===== config.mk =====
export PLATFORM = sky130hd
export DESIGN_NAME = seg7_scan
export DESIGN_NICKNAME = d
export VERILOG_FILES = /design/src/rtl/seg7_scan.sv
export SDC_FILE = /design/constraint.sdc
export NUM_CORES = 1
export LEC_CHECK = 0
export CORE_ASPECT_RATIO = 0.7
export CORE_MARGIN = 10
export CORE_UTILIZATION = 57
export DETAILED_ROUTE_END_ITERATION = 6
export DONT_BUFFER_PORTS = 1
export GPL_TIMING_DRIVEN = 0
export PLACE_DENSITY = 0.75
export SLEW_MARGIN = 20
export SYNTH_ARGS = -nofsm -noshare
export SYNTH_HDL_FRONTEND = slang
export SYNTH_SLANG_ARGS = --single-unit
export TNS_END_PERCENT = 50

===== constraint.sdc =====
create_clock -name clk -period 3 [get_ports clk]
set_input_delay 0.6 -clock clk [delete_from_list [all_inputs] [get_ports clk]]
set_output_delay 0.6 -clock clk [all_outputs]
set_load 0.01 [all_outputs]

===== src/rtl/seg7_scan.sv =====
// Time-multiplexed driver for an NDIG-digit common-anode 7-segment display.
// Shadowed digit data, per-slot anti-ghost blanking, leading-zero suppression.
module seg7_scan #(
  parameter int NDIG       = 8,
  parameter int SCAN_DIV   = 1000,
  parameter int BLANK_CYC  = 4,
  parameter int AN_ACT_LOW = 1,
  localparam int DW = (NDIG > 1) ? $clog2(NDIG) : 1
) (
  input  logic              clk,
  input  logic              rst_n,
  input  logic              load,
  input  logic [4*NDIG-1:0] data,
  input  logic [NDIG-1:0]   dp,
  input  logic [NDIG-1:0]   blank,
  input  logic              lz_en,
  output logic [6:0]        nhex,
  output logic              ndp,
  output logic [NDIG-1:0]   an,
  output logic [DW-1:0]     dig_idx
);

  localparam int CW = $clog2(SCAN_DIV);
  localparam logic [CW-1:0] CNT_LAST =
    CW'(SCAN_DIV - 1);
  localparam logic [DW-1:0] DIG_LAST =
    DW'(NDIG - 1);
  localparam logic [NDIG-1:0] AN_OFF =
    {NDIG{AN_ACT_LOW != 0}};

  logic [4*NDIG-1:0] data_q;
  logic [NDIG-1:0]   dp_q;
  logic [NDIG-1:0]   blank_q;

  logic [CW-1:0] cnt_q, cnt_d;
  logic [DW-1:0] dig_q, dig_d;

  logic [6:0]      nhex_q, nhex_d;
  logic            ndp_q, ndp_d;
  logic [NDIG-1:0] an_q, an_d;

  logic [NDIG-1:0] supp;
  logic [NDIG-1:0] oh;
  logic [3:0]      nib;
  logic            sel_dp;
  logic            sel_off;
  logic            in_blank;

  function automatic logic [6:0] seg(
    input logic [3:0] v
  );
    logic [6:0] s;
    unique case (v)
      4'h0: s = 7'h40;
      4'h1: s = 7'h79;
      4'h2: s = 7'h24;
      4'h3: s = 7'h30;
      4'h4: s = 7'h19;
      4'h5: s = 7'h12;
      4'h6: s = 7'h02;
      4'h7: s = 7'h58;
      4'h8: s = 7'h00;
      4'h9: s = 7'h10;
      4'hA: s = 7'h08;
      4'hB: s = 7'h03;
      4'hC: s = 7'h46;
      4'hD: s = 7'h21;
      4'hE: s = 7'h06;
      4'hF: s = 7'h0E;
      default: s = 7'h7F;
    endcase
    return s;
  endfunction

  always_ff @(posedge clk) begin
    if (!rst_n) begin
      data_q  <= '0;
      dp_q    <= '0;
      blank_q <= '0;
    end else if (load) begin
      data_q  <= data;
      dp_q    <= dp;
      blank_q <= blank;
    end
  end

  always_comb begin
    cnt_d = cnt_q + CW'(1);
    dig_d = dig_q;
    if (cnt_q == CNT_LAST) begin
      cnt_d = '0;
      if (dig_q == DIG_LAST) begin
        dig_d = '0;
      end else begin
        dig_d = dig_q + DW'(1);
      end
    end
  end

  always_ff @(posedge clk) begin
    if (!rst_n) begin
      cnt_q <= '0;
      dig_q <= '0;
    end else begin
      cnt_q <= cnt_d;
      dig_q <= dig_d;
    end
  end

  // Walk from the top digit down; a digit stays
  // suppressed while everything above it is zero.
  always_comb begin
    logic run;
    run  = 1'b1;
    supp = '0;
    for (int i = NDIG - 1; i >= 0; i--) begin
      run = run & (data_q[4*i +: 4] == 4'h0);
      supp[i] = lz_en & run & (i != 0);
    end
  end

  always_comb begin
    nib     = '0;
    sel_dp  = 1'b0;
    sel_off = 1'b0;
    oh      = '0;
    for (int i = 0; i < NDIG; i++) begin
      if (dig_d == DW'(i)) begin
        nib     = data_q[4*i +: 4];
        sel_dp  = dp_q[i];
        sel_off = blank_q[i] | supp[i];
        oh[i]   = 1'b1;
      end
    end
  end

  if (BLANK_CYC > 0) begin : g_blank
    assign in_blank = cnt_d < CW'(BLANK_CYC);
  end else begin : g_noblank
    assign in_blank = 1'b0;
  end

  // XOR with the idle pattern asserts the one
  // selected anode for either polarity.
  always_comb begin
    an_d   = AN_OFF;
    nhex_d = 7'h7F;
    ndp_d  = 1'b1;
    if (!in_blank) begin
      an_d = AN_OFF ^ oh;
      if (!sel_off) begin
        nhex_d = seg(nib);
        ndp_d  = ~sel_dp;
      end
    end
  end

  always_ff @(posedge clk) begin
    if (!rst_n) begin
      nhex_q <= 7'h7F;
      ndp_q  <= 1'b1;
      an_q   <= AN_OFF;
    end else begin
      nhex_q <= nhex_d;
      ndp_q  <= ndp_d;
      an_q   <= an_d;
    end
  end

  assign nhex    = nhex_q;
  assign ndp     = ndp_q;
  assign an      = an_q;
  assign dig_idx = dig_q;

endmodule


==> flow_summary.yaml <==
finish:
  most-common-layout-cells: "sky130_fd_sc_hd__dfxtp_1 (73), sky130_fd_sc_hd__mux2i_1 (53), sky130_fd_sc_hd__nor2b_1 (50), sky130_fd_sc_hd__buf_4 (34), sky130_fd_sc_hd__nand2_1 (27)"
  synthToLayoutAreaGrowth_pct: 19.0
  layout-drive-gt1-share_pct: 25.0
  n_antenna_cell: 0
  fillers: 568
  layout_commonest_cell: "sky130_fd_sc_hd__dfxtp_1"
  nets: 544
  post_layout_nonfiller_instances: 586
worst_setup_path:
  worst_setup_path_end_kind: "flip-flop"
  crit_start_category: "flip-flop"
  critPathArrivalTime_ns: 3.31
  cp_max_fo: 5
  critical_path.reg2reg.startpoint: "cnt_q[1]$_SDFF_PP0_"
  critical_path_cell_by_cell: "ha_4 -> buf_6 -> nand4_4 -> nor3_4 -> buf_4 -> mux2_4 -> a22o_1 -> a2111oi_4 -> a211oi_4 -> inv_2 -> buf_6 -> ha_4 -> nand2_2 -> a32o_1 -> nand2_1"
  critical_path.n_buffers_inverters: 4
  critPathRequiredTime_ns: 3.31
  cp_slowest_cell: "sky130_fd_sc_hd__a2111oi_4"
  cpPeakStageDelay_ns: 0.43
  minimum_setup_slack_among_reg_to_reg_paths_ns: -0.006
  path_delay_family: "compound AO/OA/AOI/OAI gates"
  crit_cells: 15
  worstRegToRegCells: 15
  crit_type: "reg2reg"
  crit-reg2reg-capture: "nhex[3]$_SDFF_PP1_"
global_route:
  grt_use_met3_pct: 8.39
  met1_routing_resource_usage_after_global_routing_pct: 27.9
  globalRoute.totalOverflow: 0
  grt_start_max_net_pins: 15
  grt_usage_pct: 20.8
  grt_use_met2_pct: 29.6
  most_heavily_used_metal_layer_in_global_routing: "met2"
  first_global_vias: 3333
  initial_antenna_violation_count: 1
  grt_first_pass_wirelength_um: 18500
synthesis:
  synth_top_family_by_area: "simple AND/OR/NAND/NOR gates"
  mappedNetlistArea_um2: 4230
  synth_warnings: 0
  yosysSeqAreaShare_pct: 36.5
  yosys.area_share.adder_pct: 2.66
  syn-mean-instance-area_um2: 9.59
  synth_top_flop_cell: "sky130_fd_sc_hd__dfxtp_1"
  post_synth_and_or_nand_nor_area_fraction_pct: 23.1
  ys_async_sr_fraction_pct: 0
  mappedNetlistNets: 502
  post_synthesis_sequential_element_count: 77
  synth_enable_flop_cells: 0
  yosys.area_share.xor_xnor_pct: 1.24
  syn_inst: 441
  synth.distinct_cells: 83
  muxShareOfSynthArea_pct: 15.2
  synth_compound_area_share_pct: 16.3
die:
  rows: 26
  dieArea_um2: 11300
  die_x_um: 123
  core_area_um2: 7250
  initial_core_util_pct: 58.3
  io-pin-count: 71
  die_h_um: 92.1
pwr:
  post-layout-total-power_mw: 2.15
  leakagePower_nw: 1.98
  power.density_cell_area_nw_per_um2: 426
  worst_ir_drop_vdd_v: 0.000260
placed_design:
  post-dp-hpwl_um: 8620
  gp_congestion: 0.955
  dpl.cell_count: 539
  pre_cts_slack_ns: -0.579
  io_buffers: 0
sta:
  final_max_slew_violation_count: 0
  grt_setup_unrepaired: "yes"
  fmaxAchievable_mhz: 333
  hold_viol_final: 0
  finalSetupViolations: 1
  max_slew_margin_pct: 48.9
  fin_hold_ws_ns: 0.404
  clock-skew-final_ns: 0.0176
  layout_setup_ws_ns: -0.00606
  worstMarginPinSlew_ns: 0.767
  final.period_utilization_pct: 100
  finalWorstPathRequiredPeriod_ns: 3.01
  final.setup.tns_ns: -0.00606
route:
  average_detailed_routed_wire_length_per_instance_um: 20.4
  drtPass1Iterations: 4
  aggregate_routed_wire_length_um: 12000
  num_vias: 3593
  drt_iter0_markers: 276
  route.antenna.remaining_nets: 0
  routed_via_density: 6.13
  route.detailed.drc: 0
worst_hold_path:
  min_delay_endpoint: "data_q[7]$_SDFFE_PN0P_"
  worstHoldPathCells: 2
  timing.hold.worst.start: "data[7]"
  min-delay-path-class: "in2reg"
status:
  status: "finished with violations"
  violations_in_the_final_reports: "negative setup slack"
clock_tree:
  cts-hold-fix-buffers: 0
  clk_path_buf_depth: 2
  ctsHtreeMaxLevel: 3
  clkTransAtPathRegs_ns: 0.09
  tritoncts: "yes"
  clock_sinks: 77
  clock_latency_of_the_later_clocked_register_in_the_worst_skew_pair_ns: 0.36
  cts-root-buf: "sky130_fd_sc_hd__clkbuf_8"
  cts-buffers-inserted: 9
run:
  cap_viol_max_count: 0
-- what timing repair did --
action                     CTS  global route
setup endpoints to repair    7             7
resized for setup           26            33
setup buffers               14            19
pin swaps                   12            17
-- area by class of cell --
class	instances	area (µm²)	area share (%)
clock inverter	6	70.1	1.39
inverter	11	46.3	0.920
clock buffer	10	128	2.54
timing repair buffer	32	260	5.17
buffer	30	193	3.83
tap	98	123	2.44
sequential	77	1550	30.8
multi-input combinational	322	2660	52.9
-- per-layer routing --
layer  vias to the layer above  share of wire (%)
met3                        17                 11
met4                         2                1.3
li1                       1704                  -
met1                      1701                 43
met2                       169                 44
met5                         -               0.17
-- metrics by stage --
stage	cell area, µm²	util, %
after global placement	4360	60.1
final	5030	69.4
after detailed placement	4360	60.1
after CTS	4760	65.7
after floorplan	4240	-
after global routing	5030	69.4
-- cells by family (layout without fill, tap and decap cells) --
kind of cell,Yosys count,in the layout
AOI/OAI and AO/OA,84,84
xor gates and xnor gates,6,6
and+or+nand+nor,162,162
muxes,61,61
adders and majority gates,9,9
DFF,77,77
buffers and inverters,42,89
-- flip-flops by register name (all words and copies together) (netlist names) --
register,flops
data_q,32
ndp,1
nhex,7
cnt_q,10
dp_q,8
dig_idx,3
blank_q,8
an,8
-- worst register-to-register path: stages (launching register included) --
cell and delay (ns):
sky130_fd_sc_hd__dfxtp_2 0.38, sky130_fd_sc_hd__ha_4 0.15, sky130_fd_sc_hd__buf_6 0.12, sky130_fd_sc_hd__nand4_4 0.15
sky130_fd_sc_hd__nor3_4 0.25, sky130_fd_sc_hd__buf_4 0.15, sky130_fd_sc_hd__mux2_4 0.32, sky130_fd_sc_hd__a22o_1 0.22
sky130_fd_sc_hd__a2111oi_4 0.43, sky130_fd_sc_hd__a211oi_4 0.09, sky130_fd_sc_hd__inv_2 0.11, sky130_fd_sc_hd__buf_6 0.11
sky130_fd_sc_hd__ha_4 0.12, sky130_fd_sc_hd__nand2_2 0.04, sky130_fd_sc_hd__a32o_1 0.26, sky130_fd_sc_hd__nand2_1 0.05
-- Yosys cell counts, types with 4 or more instances --
| cell type | instances | area share [%] |
|---|---|---|
| sky130_fd_sc_hd__dfxtp_1 | 77 | 36 |
| sky130_fd_sc_hd__mux2i_1 | 54 | 13 |
| sky130_fd_sc_hd__nor2b_1 | 51 | 7.5 |
| sky130_fd_sc_hd__nand2_1 | 28 | 2.5 |
| sky130_fd_sc_hd__nor2_1 | 17 | 1.5 |
| sky130_fd_sc_hd__a21oi_1 | 15 | 1.8 |
| sky130_fd_sc_hd__clkbuf_1 | 14 | 1.2 |
| sky130_fd_sc_hd__nand3_1 | 13 | 1.5 |
| sky130_fd_sc_hd__inv_1 | 11 | 0.98 |
| sky130_fd_sc_hd__nor4_1 | 10 | 1.5 |
| sky130_fd_sc_hd__o21ai_0 | 10 | 1.2 |
| sky130_fd_sc_hd__ha_1 | 9 | 2.7 |
| sky130_fd_sc_hd__o22ai_1 | 8 | 1.2 |
| sky130_fd_sc_hd__buf_2 | 6 | 0.71 |
| sky130_fd_sc_hd__and2_1 | 5 | 0.74 |
| sky130_fd_sc_hd__xnor2_1 | 5 | 1.0 |
| sky130_fd_sc_hd__and3_1 | 4 | 0.59 |
| sky130_fd_sc_hd__buf_4 | 4 | 0.71 |
| sky130_fd_sc_hd__nor3_1 | 4 | 0.47 |
| sky130_fd_sc_hd__or3_1 | 4 | 0.59 |
-- worst max-delay path by stage --
stage	from	endpoint	slack (ns)
final	cnt_q[1]$_SDFF_PP0_	nhex[3]$_SDFF_PP1_	-0.006
after global routing	cnt_q[1]$_SDFF_PP0_	nhex[3]$_SDFF_PP1_	-0.12
after CTS	cnt_q[0]$_SDFF_PP0_	nhex[3]$_SDFF_PP1_	0.0009
after detailed placement	cnt_q[0]$_SDFF_PP0_	nhex[6]$_SDFF_PP1_	-0.58
after global placement	cnt_q[0]$_SDFF_PP0_	nhex[6]$_SDFF_PP1_	-0.55
after floorplan	cnt_q[0]$_SDFF_PP0_	nhex[3]$_SDFF_PP1_	0.02
-- where the power goes --
part	total, mW	switching, mW	internal [mW]
clock	0.801	0.411	0.390
combinational	0.234	0.119	0.116
sequential	1.11	0.0421	1.07
total	2.15	0.572	1.57
(Power assumes the default switching activity.)
==> edit (same settings) <==
Set the parameter `SCAN_DIV` to 250 (it was 1000).
--- a/src/rtl/seg7_scan.sv
+++ b/src/rtl/seg7_scan.sv
@@ -2,7 +2,7 @@
 // Shadowed digit data, per-slot anti-ghost blanking, leading-zero suppression.
 module seg7_scan #(
   parameter int NDIG       = 8,
-  parameter int SCAN_DIV   = 1000,
+  parameter int SCAN_DIV   = 250,
   parameter int BLANK_CYC  = 4,
   parameter int AN_ACT_LOW = 1,
   localparam int DW = (NDIG > 1) ? $clog2(NDIG) : 1
Function: no difference found for any inputs over 10 cycles, from zero or initial values and one cycle with rst_n low; that may be too few to reach the edited logic, so the function may still have changed.
==> edit against the original RTL <==
- core utilization up 0.97 points
- design area down 6.4%
- highest routed layer is now met4
- sequential cell count down 2
- first-iteration DRC count up 36%
- power up 1.7%
- non-clock buffer count down 13
- area after synthesis down 8.3%
- setup slack better by 110 ps
- routed wire length down 9.3%
- largest cell class unchanged
==> edit: results (changes against the original RTL) <==
Synth Instances=411 (-6.8%); Worst VDD drop=0.000265 V (+2.0%); post-synthesis compound-gate area fraction=0.141 (-0.0220); largest net degree at the start of global routing=14 (-1); CP max FO=8 (+3); Synth area leaders=dfxtp_1, mux2i_1, nor2b_1; fin nets=511 (-6.1%); CP endpoint=nhex[3]; R2R Path Start=cnt_q[1]; Clock Skew=7.89 ps (-9.69 ps); synth unique cells=58 (-30%); I/O Buffers=0 (unchanged); Synth async-reset ratio=0 (unchanged); post-synthesis adder-cell area fraction=0.0290 (+0.00241); status=complete, no violations; placed wire-length estimate=7810 microns (-9.4%); fin cells=549 (-6.3%); Slew HR=0.488 (-0.000748); Worst Reg-to-Reg Cells=14 (-1); HP Class=primary input to register; critical path class=register to register; P_leak=1.85 nW (-6.3%); vias in the first global route=3065 (-8.0%); Worst Hold Launch=rst_n; Synth Area in XOR/XNOR=0.0113 (-0.00114); worst-skew pair later-pin latency=340 ps (-20 ps); worst endpoint data arrival time=3190 ps (-120 ps); first-pass GRT wire length=16300 microns (-12%); max FFs per register=32 (unchanged); Clock transition at path regs=roughly 80 ps; Syn Nets=472 (-6.0%); first drt pass iteration count=5 (+1); f_max=0.345 GHz (+3.7%); gpl congestion=0.949 (-0.63%); synth cell count leaders=dfxtp_1, mux2i_1, nor2b_1; Longest Clk Path Bufs=2 (unchanged); post-synthesis mux area share=0.168 (+0.0166); number of fill cells in the layout=508 (-11%); initial antenna violation count=0 (-1); R2R Setup Slk=100 ps (+110 ps); gr usage total=0.194 (-0.0143); Worst Hold Path EP=cnt_q[7]; Hold Path Stages=2 (unchanged); sequential fraction of the synthesis area=0.387 (+0.0226); Vias=3305 (-8.0%); dpl ws=-503 ps (+75.7 ps); n_diodes=0 (unchanged); Num CTS Buffers=9 (unchanged); layout cell share with drive strength beyond 1=0.229 (-0.0214); CTS root buffer=clkbuf_8; Initial DRC Count=376 (+36%); final wirelength=10800 microns (-9.3%)
## edit: cell types whose count changed in the layout (fill, tap and decap cells not counted), sizes merged, moves of 4 or more
cell / change
buf: -13
xnor2: -4
o22ai: -8
o21ai: +5
nand2: +7
## edit: stage by stage
stage | hold WS, ps | instance area (sq um) | util | TNS (ps)
final | 382 | 4710 | 0.703 | 0
after global routing | 374 | 4710 | 0.703 | -209
after CTS | 364 | 4420 | 0.661 | 0
after detailed placement | 504 | 4010 | 0.599 | -2210
after global placement | 483 | 4010 | 0.599 | -1960
after floorplan | 456 | 3890 | - | 0
## edit: final cells by class
cell class | instances | share of cell area
inverter | 10 | 0.00850
buffer | 20 | 0.0290
multi-input combinational | 305 | 0.518
tap | 94 | 0.0250
clock inverter | 6 | 0.0186
timing repair buffer | 29 | 0.0500
sequential | 75 | 0.322
clock buffer | 10 | 0.0292
## edit: repair_timing
action | 4_1_cts | 5_1_grt
setup buffers | 10 | 18
cloned | 0 | 1
pin swaps | 5 | 15
setup endpoints to repair | 7 | 8
gates resized for setup | 32 | 31
## edit: critical path: stages, from the launching register on
cell      delay [ps]
dfxtp_4          350
inv_2             40
ha_2             170
and3b_1          180
buf_6            160
nand2_8           90
mux2_4           360
a222oi_1         390
nand2_1          130
a22o_4           290
inv_4             90
ha_4             210
mux2i_2          190
mux2i_1          110
nand2_1           80
## edit: where the power goes
group / internal (mW) / switching, mW / total (mW) / leakage, nW
clock network: 0.493 / 0.372 / 0.865 / 0.117
logic: 0.114 / 0.119 / 0.233 / 1.12
registers: 1.04 / 0.0439 / 1.09 / 0.619
## edit: per-layer routing
metal  track usage  up-vias  part of all wire
met5             0        -                 0
met1         0.260     1562              0.45
li1              -     1547                 -
met3        0.0757       21              0.11
met4        0.0431        0             0.012
met2         0.287      175              0.42
